<file path="config.mk">
export PLATFORM = sky130hd
export DESIGN_NAME = pulse_train_gen
export DESIGN_NICKNAME = d
export VERILOG_FILES = /design/src/rtl/pulse_train_gen_pkg.sv /design/src/rtl/pulse_train_gen_phase_timer.sv /design/src/rtl/pulse_train_gen.sv
export SDC_FILE = /design/constraint.sdc
export NUM_CORES = 1
export LEC_CHECK = 0
export ABC_CLOCK_PERIOD_IN_PS = 3200
export CAP_MARGIN = 20
export CORE_ASPECT_RATIO = 0.5
export CORE_MARGIN = 1
export CORE_UTILIZATION = 25
export CTS_CLUSTER_DIAMETER = 80
export DETAILED_ROUTE_END_ITERATION = 8
export PLACE_DENSITY_LB_ADDON = 0.15
export SYNTH_ARGS = -nofsm -noshare
export SYNTH_HDL_FRONTEND = slang
export SYNTH_HIERARCHICAL = 1
export SYNTH_SLANG_ARGS = --single-unit
</file>
<file path="constraint.sdc">
create_clock -name clk -period 3.2 [get_ports clk]
set_input_delay 0.8 -clock clk [delete_from_list [all_inputs] [get_ports clk]]
set_output_delay 0.8 -clock clk [all_outputs]
set_load 0.03 [all_outputs]
</file>
<file path="src/rtl/pulse_train_gen_pkg.sv">
// Shared constants for the SN74XX93 pulse-train generator: FSM encodings, idle level, timer sizing.
package pulse_train_gen_pkg;

  typedef enum logic [2:0] {
    ST_IDLE  = 3'd0,
    ST_CLEAR = 3'd1,
    ST_LOW   = 3'd2,
    ST_HIGH  = 3'd3,
    ST_TAIL  = 3'd4,
    ST_DONE  = 3'd5
  } state_e;

  localparam logic PULSE_IDLE_LEVEL = 1'b1;

  // Bits needed to hold the largest phase-timer load value.
  function automatic int unsigned timer_width(int unsigned half, int unsigned clr);
    int unsigned m;
    m = (half > clr) ? half : clr;
    return $clog2(m) + 1;
  endfunction

endpackage

</file>
<file path="src/rtl/pulse_train_gen_phase_timer.sv">
// Loadable down-counter; expire_c flags the last cycle of the current phase.
module pulse_train_gen_phase_timer #(
  parameter int unsigned W = 2
) (
  input  logic         clk,
  input  logic         rst,
  input  logic         load,
  input  logic [W-1:0] load_val,
  output logic         expire_c
);

  logic [W-1:0] cnt_q;
  logic [W-1:0] cnt_d;

  always_comb begin
    cnt_d = cnt_q;
    if (load) begin
      cnt_d = load_val;
    end else if (cnt_q != '0) begin
      cnt_d = cnt_q - W'(1);
    end
  end

  always_ff @(posedge clk) begin
    if (rst) begin
      cnt_q <= '0;
    end else begin
      cnt_q <= cnt_d;
    end
  end

  assign expire_c = (cnt_q == '0);

endmodule

</file>
<file path="src/rtl/pulse_train_gen.sv">
// Emits N low-going pulses for an SN74XX93 counter, optionally clearing it first via r0/r1.
module pulse_train_gen
  import pulse_train_gen_pkg::*;
#(
  parameter int unsigned WIDTH      = 8,
  parameter int unsigned HALF       = 1,
  parameter int unsigned CLR_CYCLES = 2
) (
  input  logic             clk,
  input  logic             rst,
  input  logic             start,
  input  logic [WIDTH-1:0] count,
  input  logic             clear_first,
  output logic             ready,
  output logic             done,
  output logic             pulse_a,
  output logic             pulse_b,
  output logic             r0,
  output logic             r1,
  output logic [WIDTH-1:0] sent
);

  localparam int unsigned TW = timer_width(HALF, CLR_CYCLES);
  localparam logic [TW-1:0] HALF_LD      = TW'(HALF - 32'd1);
  // The final high half-period ends with the TAIL cycle, so its HIGH part is one shorter.
  localparam logic [TW-1:0] HALF_LAST_LD = TW'((HALF > 32'd1) ? (HALF - 32'd2) : 32'd0);
  localparam logic [TW-1:0] CLR_LD       = TW'(CLR_CYCLES - 32'd1);

  state_e           state_q, state_d;
  logic [WIDTH-1:0] rem_q, rem_d;
  logic [WIDTH-1:0] sent_q, sent_d;
  logic             pulse_a_q, pulse_a_d;
  logic             pulse_b_q;
  logic             clr_q, clr_d;
  logic             done_q, done_d;
  logic             ready_q, ready_d;
  logic             tmr_load;
  logic [TW-1:0]    tmr_val;
  logic             tmr_expire_c;
  logic             accept;
  logic             enter_low;

  pulse_train_gen_phase_timer #(.W(TW)) u_timer (
    .clk      (clk),
    .rst      (rst),
    .load     (tmr_load),
    .load_val (tmr_val),
    .expire_c (tmr_expire_c)
  );

  always_ff @(posedge clk) begin
    if (rst) begin
      state_q <= ST_IDLE;
    end else begin
      state_q <= state_d;
    end
  end

  always_comb begin
    state_d = state_q;
    unique case (state_q)
      ST_IDLE: begin
        if (start) begin
          if (count == '0)      state_d = ST_DONE;
          else if (clear_first) state_d = ST_CLEAR;
          else                  state_d = ST_LOW;
        end
      end
      ST_CLEAR: if (tmr_expire_c) state_d = ST_LOW;
      ST_LOW: begin
        if (tmr_expire_c) begin
          state_d = ((rem_q == '0) && (HALF == 32'd1)) ? ST_TAIL : ST_HIGH;
        end
      end
      ST_HIGH: if (tmr_expire_c) state_d = (rem_q != '0) ? ST_LOW : ST_TAIL;
      ST_TAIL: state_d = ST_DONE;
      ST_DONE: state_d = ST_IDLE;
      default: state_d = ST_IDLE;
    endcase
  end

  // Datapath and next output values, all derived from the upcoming state.
  always_comb begin
    accept    = (state_q == ST_IDLE) && start;
    enter_low = (state_d == ST_LOW) && (state_q != ST_LOW);
    rem_d     = accept ? count : rem_q;
    sent_d    = accept ? '0 : sent_q;
    if (enter_low) begin
      rem_d  = rem_d - WIDTH'(1);
      sent_d = sent_d + WIDTH'(1);
    end
    tmr_load = (state_d != state_q);
    unique case (state_d)
      ST_CLEAR: tmr_val = CLR_LD;
      ST_HIGH:  tmr_val = (rem_q == '0) ? HALF_LAST_LD : HALF_LD;
      default:  tmr_val = HALF_LD;
    endcase
    pulse_a_d = (state_d == ST_LOW) ? ~PULSE_IDLE_LEVEL : PULSE_IDLE_LEVEL;
    clr_d     = (state_d == ST_CLEAR);
    done_d    = (state_d == ST_DONE);
    ready_d   = (state_d == ST_IDLE);
  end

  always_ff @(posedge clk) begin
    if (rst) begin
      rem_q     <= '0;
      sent_q    <= '0;
      pulse_a_q <= PULSE_IDLE_LEVEL;
      pulse_b_q <= PULSE_IDLE_LEVEL;
      clr_q     <= 1'b0;
      done_q    <= 1'b0;
      ready_q   <= 1'b1;
    end else begin
      rem_q     <= rem_d;
      sent_q    <= sent_d;
      pulse_a_q <= pulse_a_d;
      pulse_b_q <= pulse_a_q;
      clr_q     <= clr_d;
      done_q    <= done_d;
      ready_q   <= ready_d;
    end
  end

  assign pulse_a = pulse_a_q;
  assign pulse_b = pulse_b_q;
  assign r0      = clr_q;
  assign r1      = clr_q;
  assign done    = done_q;
  assign ready   = ready_q;
  assign sent    = sent_q;

endmodule

</file>
==> out/qor.csv, run 1 <==
metric;value;unit
status;completed;
post-cts sizing count;0;
FF+latch count, synth;26;
Vias/cell;4.85;
final worst setup slack;0.206;ns
GPL Wtd Cong;0.763;
drt pass-1 iters;4;
cell count after synthesis;179;
FF-to-FF setup slack;0.73;ns
max incr delay on CP;0.48;ns
number of synthesized flops with an enable pin;0;
crit path max fanout;4;
worst hold path class;flip-flop to flip-flop;
f_max;0.334;GHz
CTS buffer count;3;
R2R depth;8;
Initial Utilization;27.3;%
hpwl dp;3030;um
total routing usage reported by global routing;13.1;%
crit-path cells;clkdlybuf4s50_1, nor4b_4, buf_4, mux2i_1, ha_1, a21bo_2, o21bai_1, nor4_2, mux2_2;
CTS root buffer;clkbuf_16;
Worst EP required;3.35;ns
Synth Flop Type;dfxtp_1;
IO buf count;25;
CTS tree;done;
drt total wl;4130;um
Hold Slack;0.445;ns
Nets;232;
DR WL/cell;13.8;um
synth warn;6;
Synth Cell Area;1570;um^2
largest net degree at the start of global routing;17;
I/O pin cnt;26;
P_leak;0.795;nW
share of cells above drive strength 1;20.4;%
most frequent cells in the layout;26 x dfxtp_1, 25 x clkdlybuf4s50_1, 19 x buf_4, 13 x nand2_1, 12 x a21oi_1;
CTS H-tree lvls;1;
count of unique library cells instantiated by Yosys;51;
Pint;0.00113;W
Worst setup SP type;input port;
Period minus WS final;2.99;ns
Net Switching;0.000866;W
Mean Syn Cell Area;8.76;um^2
Clk pwr share;15.5;%
die footprint;6610;um^2
post-synth net total;194;
Final period util;93.6;%
Die Y;58.0;um
Yosys top cell area share;33.2;%
Pwr Density;950;nW/um^2
CP Data Arrival Time;3.15;ns
peak supply drop;0.303;mV
layout filler cell count;613;
Async S/R FF share, synth;0;%
# diodes;0;
vias post-DR;1456;
Worst Tran Pin Value;0.570;ns
Layout Skew;0.00435;ns
R2R Path End;rem_q[6];
Clk pin slew, worst setup/hold paths;0.07;ns
largest cells by area after synthesis;dfxtp_1 33%, a21oi_1 3.8%, mux2i_1 3.2%;
Sw Ratio;43.4;%
most common cell after layout, fill and taps aside;dfxtp_1;
RSZ-0062 raised after global routing;no;
post-synthesis sequential area ratio;33.2;%
die width;114;um
maximum clock path buffer count;2;
global route overflow;0;
Setup WS pre-CTS;-0.0484;ns
CP Launch Point;start;
max_cap viols;0;
logic gate share of total power;59.3;%
vias in the first global route;1336;
Max Slew Vio Count;0;
Rel. slew slack;61.9;%
Area Overhead vs Synth;33.8;%
1st-iter DRT viols;58;
sequential power share;25.2;%
Hold Buf Count CTS;0;
worst skew pair latency;0.26;ns
Post-CTS Setup Inserts;0;
Max stage delay cell, worst path;clkdlybuf4s50_1;
Core Footprint;5750;um^2
clock sink count;26;
first-pass GRT wire length;6600;um
CP endpoint kind;flip-flop;
antenna viol nets, final;0;
WS Path Type;input port to flip-flop;
hold path start;pulse_a;
critical path capture point;rem_q[6];
Remaining DRCs;0;
Core Rows;19;
Hold Vio Cnt, Final;0;
endpoints failing setup;0;
Reg-to-Reg Start;state_q[2];
antenna violations before repair;0;
Synth area leader;dfxtp_1;
[per-stage QoR]
stage	cells	util [%]	power (W)	setup TNS (ns)	instance area, um^2
2_1_floorplan	179	-	0.00130	0	1570
3_3_place_gp	295	34.8	0.00167	0	2000
3_5_place_dp	295	34.8	0.00167	-0.0484	2000
4_1_cts	299	36.3	0.00199	0	2090
5_1_grt	300	36.5	0.00214	0	2100
6_report	300	36.5	0.00199	0	2100
[cell usage after synthesis (all sizes together), types with 4 or more instances]
library cell   n
nand2         13
buf            7
and2           5
o31ai          5
nor4           8
and3           5
nand3          5
nor2b          5
mux2i          5
dfxtp         26
mux2           6
clkbuf         4
nand4          8
nor3          11
nor2           7
inv            5
a21oi         12
[registers in the layout, summed over array words and instances (netlist names)]
signal         count
rem_q              8
pulse_b            1
done               1
r0                 1
ready              1
pulse_a            1
state_q            3
u_timer/cnt_q      2
sent               8
[per-layer routing]
| layer | routed length [um] | up-vias | part of all wire (%) | track usage (%) |
|---|---|---|---|---|
| met2 | 1820 | 26 | 44 | 21.8 |
| met1 | 2160 | 677 | 52 | 17.5 |
| met5 | 0 | - | 0 | 0 |
| met4 | 27 | 0 | 0.65 | 2.23 |
| li1 | - | 751 | - | - |
| met3 | 130 | 2 | 3.1 | 3.24 |
[worst min-delay path by stage]
stage	end	slack [ns]	cells past startpoint
after floorplan	u_timer/cnt_q[0]	0.55	2
after global placement	pulse_b	0.42	1
after detailed placement	pulse_b	0.43	1
after CTS	pulse_b	0.45	1
after global routing	pulse_b	0.47	1
final	pulse_b	0.45	1
[layout make-up]
cell class | count | area [um^2] | share of cell area (%)
Sequential cell | 26 | 520 | 24.8
Timing Repair Buffer | 44 | 393 | 18.7
Multi-Input combinational cell | 137 | 971 | 46.3
Inverter | 5 | 18.8 | 0.895
Tap cell | 84 | 105 | 5.01
Clock buffer | 4 | 88.8 | 4.24
[cells by family (layout without fill, tap and decap cells)]
logic type | after synthesis | after routing | synth area share [%]
muxes | 11 | 11 | 7.98
adders and majority gates | 3 | 3 | 2.39
AOI/OAI and AO/OA | 36 | 36 | 17.3
other | 1 | 1 | 0.239
and+or+nand+nor | 85 | 85 | 33.4
DFF | 26 | 26 | 33.2
buffers and inverters | 16 | 53 | 4.87
xor gates and xnor gates | 1 | 1 | 0.559
[power groups by stage]
stage	clock network, W	registers, W	logic (W)
2_1_floorplan	0	0.000536	0.000767
3_3_place_gp	0	0.000510	0.00117
3_5_place_dp	0	0.000508	0.00116
6_report	0.000309	0.000502	0.00118
5_1_grt	0.000333	0.000515	0.00129
4_1_cts	0.000316	0.000501	0.00117
[worst max-delay path: cells and delay by family]
family	cells	cell delay [ns]
simple gates	2	0.45
mux	2	0.63
buf+inv	2	0.66
fa+ha+maj	1	0.19
compound gates	2	0.42
(Power assumes the default switching activity.)
==> inputs of run 2 (changes only) <==
GPL_TIMING_DRIVEN = 0   (was default)
==> run 2 against run 1 <==
  * Die area stayed put
  * Combinational power about the same
  * Hold slack worse by 0.0070 ns
  * Cell area is 2.0% lower
  * Critical path type unchanged
  * Largest power group unchanged
==> out/qor.csv, run 2 (synthesis results as in run 1) <==
metric;value;unit;change
status;completed;;
peak supply drop;0.307;mV;+1.1%
Remaining DRCs;0;;unchanged
Period minus WS final;3.09;ns;+0.0966 ns
Initial Utilization;27.3;%;unchanged
Hold Vio Cnt, Final;0;;unchanged
Area Overhead vs Synth;31.0;%;
vias in the first global route;1385;;+3.7%
GPL Wtd Cong;0.794;;+4.1%
largest net degree at the start of global routing;14;;-3
first-pass GRT wire length;6890;um;+4.3%
antenna violations before repair;0;;unchanged
Die Y;58.0;um;unchanged
maximum clock path buffer count;2;;unchanged
Net Switching;0.000892;W;+3.1%
Hold Slack;0.438;ns;-0.00700 ns
CTS tree;done;;
CTS buffer count;3;;unchanged
Setup WS pre-CTS;-0.558;ns;-0.510 ns
I/O pin cnt;26;;unchanged
worst skew pair latency;0.26;ns;about the same
Sw Ratio;45.3;%;+1.8 points
Pwr Density;959;nW/um^2;+0.95%
crit path max fanout;5;;+1
global route overflow;0;;unchanged
total routing usage reported by global routing;13.8;%;+0.69 points
Clk pwr share;13.9;%;-1.6 points
Layout Skew;0.00525;ns;+0.000900 ns
drt total wl;4250;um;+2.8%
1st-iter DRT viols;81;;+40%
most frequent cells in the layout;26 x dfxtp_1, 25 x clkdlybuf4s50_1, 13 x nand2_1, 12 x a21oi_1, 9 x nor3_1;;
Max Slew Vio Count;0;;unchanged
layout filler cell count;614;;+0.16%
Rel. slew slack;59.3;%;-2.6 points
final worst setup slack;0.109;ns;-0.0966 ns
fin cells;295;;-1.7%
Pint;0.00108;W;-4.3%
die width;114;um;unchanged
CP endpoint kind;flip-flop;;
endpoints failing setup;0;;unchanged
die footprint;6610;um^2;unchanged
Final period util;96.6;%;+3.0 points
Clk pin slew, worst setup/hold paths;0.06;ns;about the same
Core Rows;19;;unchanged
IO buf count;25;;unchanged
CTS root buffer;clkbuf_16;;
sequential power share;25.5;%;+0.3 points
hpwl dp;3130;um;+3.1%
Worst Tran Pin Value;0.605;ns;+0.0352 ns
Worst setup SP type;input port;;
CTS H-tree lvls;1;;unchanged
clock sink count;26;;unchanged
# diodes;0;;unchanged
logic gate share of total power;60.6;%;+1.3 points
WS Path Type;input port to flip-flop;;
CP Data Arrival Time;3.24;ns;+0.09 ns
share of cells above drive strength 1;18.5;%;-1.9 points
P_leak;0.755;nW;-5.0%
DR WL/cell;14.4;um;+4.5%
f_max;0.324;GHz;-3.1%
RSZ-0062 raised after global routing;no;;
worst hold path class;flip-flop to flip-flop;;
Core Footprint;5750;um^2;unchanged
drt pass-1 iters;4;;unchanged
Worst EP required;3.35;ns;about the same
placed instance count;288;;-2.4%
max_cap viols;0;;unchanged
Nets;228;;-1.7%
Vias/cell;5.05;;+4.0%
vias post-DR;1489;;+2.3%
antenna viol nets, final;0;;unchanged
most common cell after layout, fill and taps aside;dfxtp_1;;
[run 2: changes by cell type in the layout (fill, tap and decap cells not counted), moves of 2 or more]
cell      before  now
clkbuf_1       0    4
mux2i_2        0    2
mux2i_1        5    3
buf_2          0    3
buf_4         19    7
[run 2: metrics by stage]
stage | utilization [%] | power (W) | cell area (um^2) | setup TNS [ns]
final | 35.7 | 0.00197 | 2050 | 0
after global routing | 35.7 | 0.00211 | 2050 | 0
after CTS | 35.2 | 0.00194 | 2020 | 0
after detailed placement | 33.4 | 0.00161 | 1920 | -1.75
after global placement | 33.4 | 0.00161 | 1920 | -1.92
after floorplan | - | 0.00130 | 1570 | 0
[run 2: area by class of cell]
type / instances / area [um^2] / area share [%]
buffer: 11 / 63.8 / 3.11
clock buffer: 3 / 75.1 / 3.65
inverter: 5 / 18.8 / 0.914
multi-input combinational: 137 / 991 / 48.2
sequential: 26 / 520 / 25.3
tap: 84 / 105 / 5.12
timing repair buffer: 29 / 280 / 13.6
[run 2: worst paths after layout]
path	start	end	slack (ns)	depth (start not counted)
max	start	rem_q[6]	0.11	9
min	pulse_a	pulse_b	0.44	1
max reg2reg	state_q[2]	rem_q[6]	0.63	8
min reg2reg	pulse_a	pulse_b	0.44	1
[run 2: critical path: stages]
cell and delay [ns]:
clkdlybuf4s50_1 0.49, nor4b_4 0.26, buf_6 0.18, mux2i_2 0.26, ha_1 0.22, a21bo_2 0.25
o21bai_1 0.20, nor4_2 0.21, mux2_2 0.37
[run 2: power groups by stage]
stage	registers, W	clock network [W]	logic, W
3_5_place_dp	0.000507	0	0.00111
6_report	0.000503	0.000274	0.00119
3_3_place_gp	0.000507	0	0.00110
5_1_grt	0.000515	0.000297	0.00130
2_1_floorplan	0.000536	0	0.000767
4_1_cts	0.000502	0.000286	0.00116
[run 2: repair_timing]
item                                    4_1_cts  5_1_grt
hold buffers                                  0        0
endpoints found under the setup margin        3        3
resized for setup                             3        3
pin swaps                                     2        0
setup buffers                                 2        2
[run 2: layer usage]
metal	part of all wire (%)	GRT usage [%]
met4	0.64	3.90
met2	43	22.3
met1	52	18.6
met3	4.5	3.14
met5	0	0
==> RTL edit (flow settings as in run 1) <==
Set the parameter `CLR_CYCLES` to 1 (it was 2).
--- a/src/rtl/pulse_train_gen.sv
+++ b/src/rtl/pulse_train_gen.sv
@@ -5,5 +5,5 @@
   parameter int unsigned WIDTH      = 8,
   parameter int unsigned HALF       = 1,
-  parameter int unsigned CLR_CYCLES = 2
+  parameter int unsigned CLR_CYCLES = 1
 ) (
   input  logic             clk,
Check against the original RTL: not equivalent (Yosys sat finds a counterexample within 4 cycles, from zero or initial values and one cycle with rst high).
==> RTL edit against run 1 <==
  * Setup slack gained 0.11 ns
  * Power fell by 14%
  * Register-to-register slack better by 0.11 ns
  * Clock skew is 0.0019 ns lower
  * Core utilization is 0.74 points lower
  * Sequential cell count fell by 1
  * Fmax up 3.7%
  * Critical path type unchanged
  * Cell area shrank 12%
  * Routed wire length fell by 9.7%
  * Area after synthesis down 11%
==> RTL edit: results (changes against run 1) <==
* Outcome: complete, no violations
* Gr usage total at 14.2% (+1.1 points)
* Compound-gate portion of the synthesized area at 20.9% (+3.6 points)
* Xor-xnor portion of the synthesized cell area at 0% (-0.56 points)
* Library cells used by synthesis at 46 (-9.8%)
* Combinational power share at 59.9% (+0.6 points)
* NetSw at 0.770 mW (-11%)
* Placed cells at 265 (-10%)
* Critical path peak fanout at 5 (+1)
* Sequential group power at 0.493 mW (-2%)
* Via count at 1361 (-6.5%)
* Share of cells above drive strength 1 at 12.6% (-7.8 points)
* Dpl hpwl at 2880 µm (-5.0%)
* Vias in the first global route at 1257 (-5.9%)
* Synth Instances at 166 (-7.3%)
* Worst-path clk slew at 0.09 ns (+0.02 ns)
* Global-route wire length before repair at 6330 µm (-4.1%)
* CP delay by family, top: simple AND/OR/NAND/NOR gates
* Largest net degree at the start of global routing at 16 (-1)
* # fillers at 557 (-9.1%)
* Fin area at 0.00184 mm² (-12%)
* Setup Skew at 0.00241 ns (-0.00194 ns)
* Syn_nets at 180 (-7.2%)
* Top cells by count, synth: dfxtp_1, nor3_1, a21oi_1, nor2_1, mux2i_1
* Post-Route M1 WL at 2000 µm (-7.3%)
* P_leak at 0.719 nW (-9.5%)
* WP data arrival at 3.06 ns (-0.09 ns)
* Routed length on met2 at 1520 µm (-16%)
* Met1 usage at 20.3% (+2.8 points)
* Global Route met3 Usage at 3.04% (-0.20 points)
* Slew HR at 65.3% (+3.4 points)
* CTS root buf: clkbuf_8
* M2 GR Usage at 21.8% (-0.023 points)
* Routability-driven placement congestion ratio at 0.787 (+3.2%)
* Final #Nets at 214 (-7.8%)
* Reg2Reg Depth at 5 (-3)
* Comb pwr at 1.03 mW (-13%)
* Placed cell areas at 0.00180 mm² (-10%)
* CP endpoint: rem_q[5]
* Initial DRC Count at 57 (-1.7%)
* Peak VDD IR at 0.336 mV (+11%)
* Pre-CTS setup slack at 0.00385 ns (+0.0523 ns)
* Wire per inst at 13.9 µm (+0.73%)
## RTL edit: kinds of logic (layout without fill, tap and decap cells)
| logic type | Yosys count | count (layout) |
|---|---|---|
| compound gates | 43 | 43 |
| fa+ha+maj | 2 | 2 |
| buf+inv | 13 | 46 |
| flops | 25 | 25 |
| mux | 12 | 12 |
| other cells | 1 | 1 |
| simple gates | 70 | 70 |
## RTL edit: final cells by class
type	instances	area share, %
clock inverters	1	0.272
flip-flops and latches	25	27.2
repair buffers	38	18.9
well taps	70	4.76
inverters	4	0.815
clock buffers	3	2.24
multi-input cells	128	45.9
## RTL edit: worst min path at each step
stage | from | slack (ns) | cells past startpoint | to
floorplan | rem_q[7] | 0.54 | 3 | rem_q[7]
global placement | pulse_a | 0.43 | 1 | pulse_b
detailed placement | pulse_a | 0.44 | 1 | pulse_b
CTS | pulse_a | 0.46 | 1 | pulse_b
global route | pulse_a | 0.48 | 1 | pulse_b
finish | pulse_a | 0.45 | 1 | pulse_b
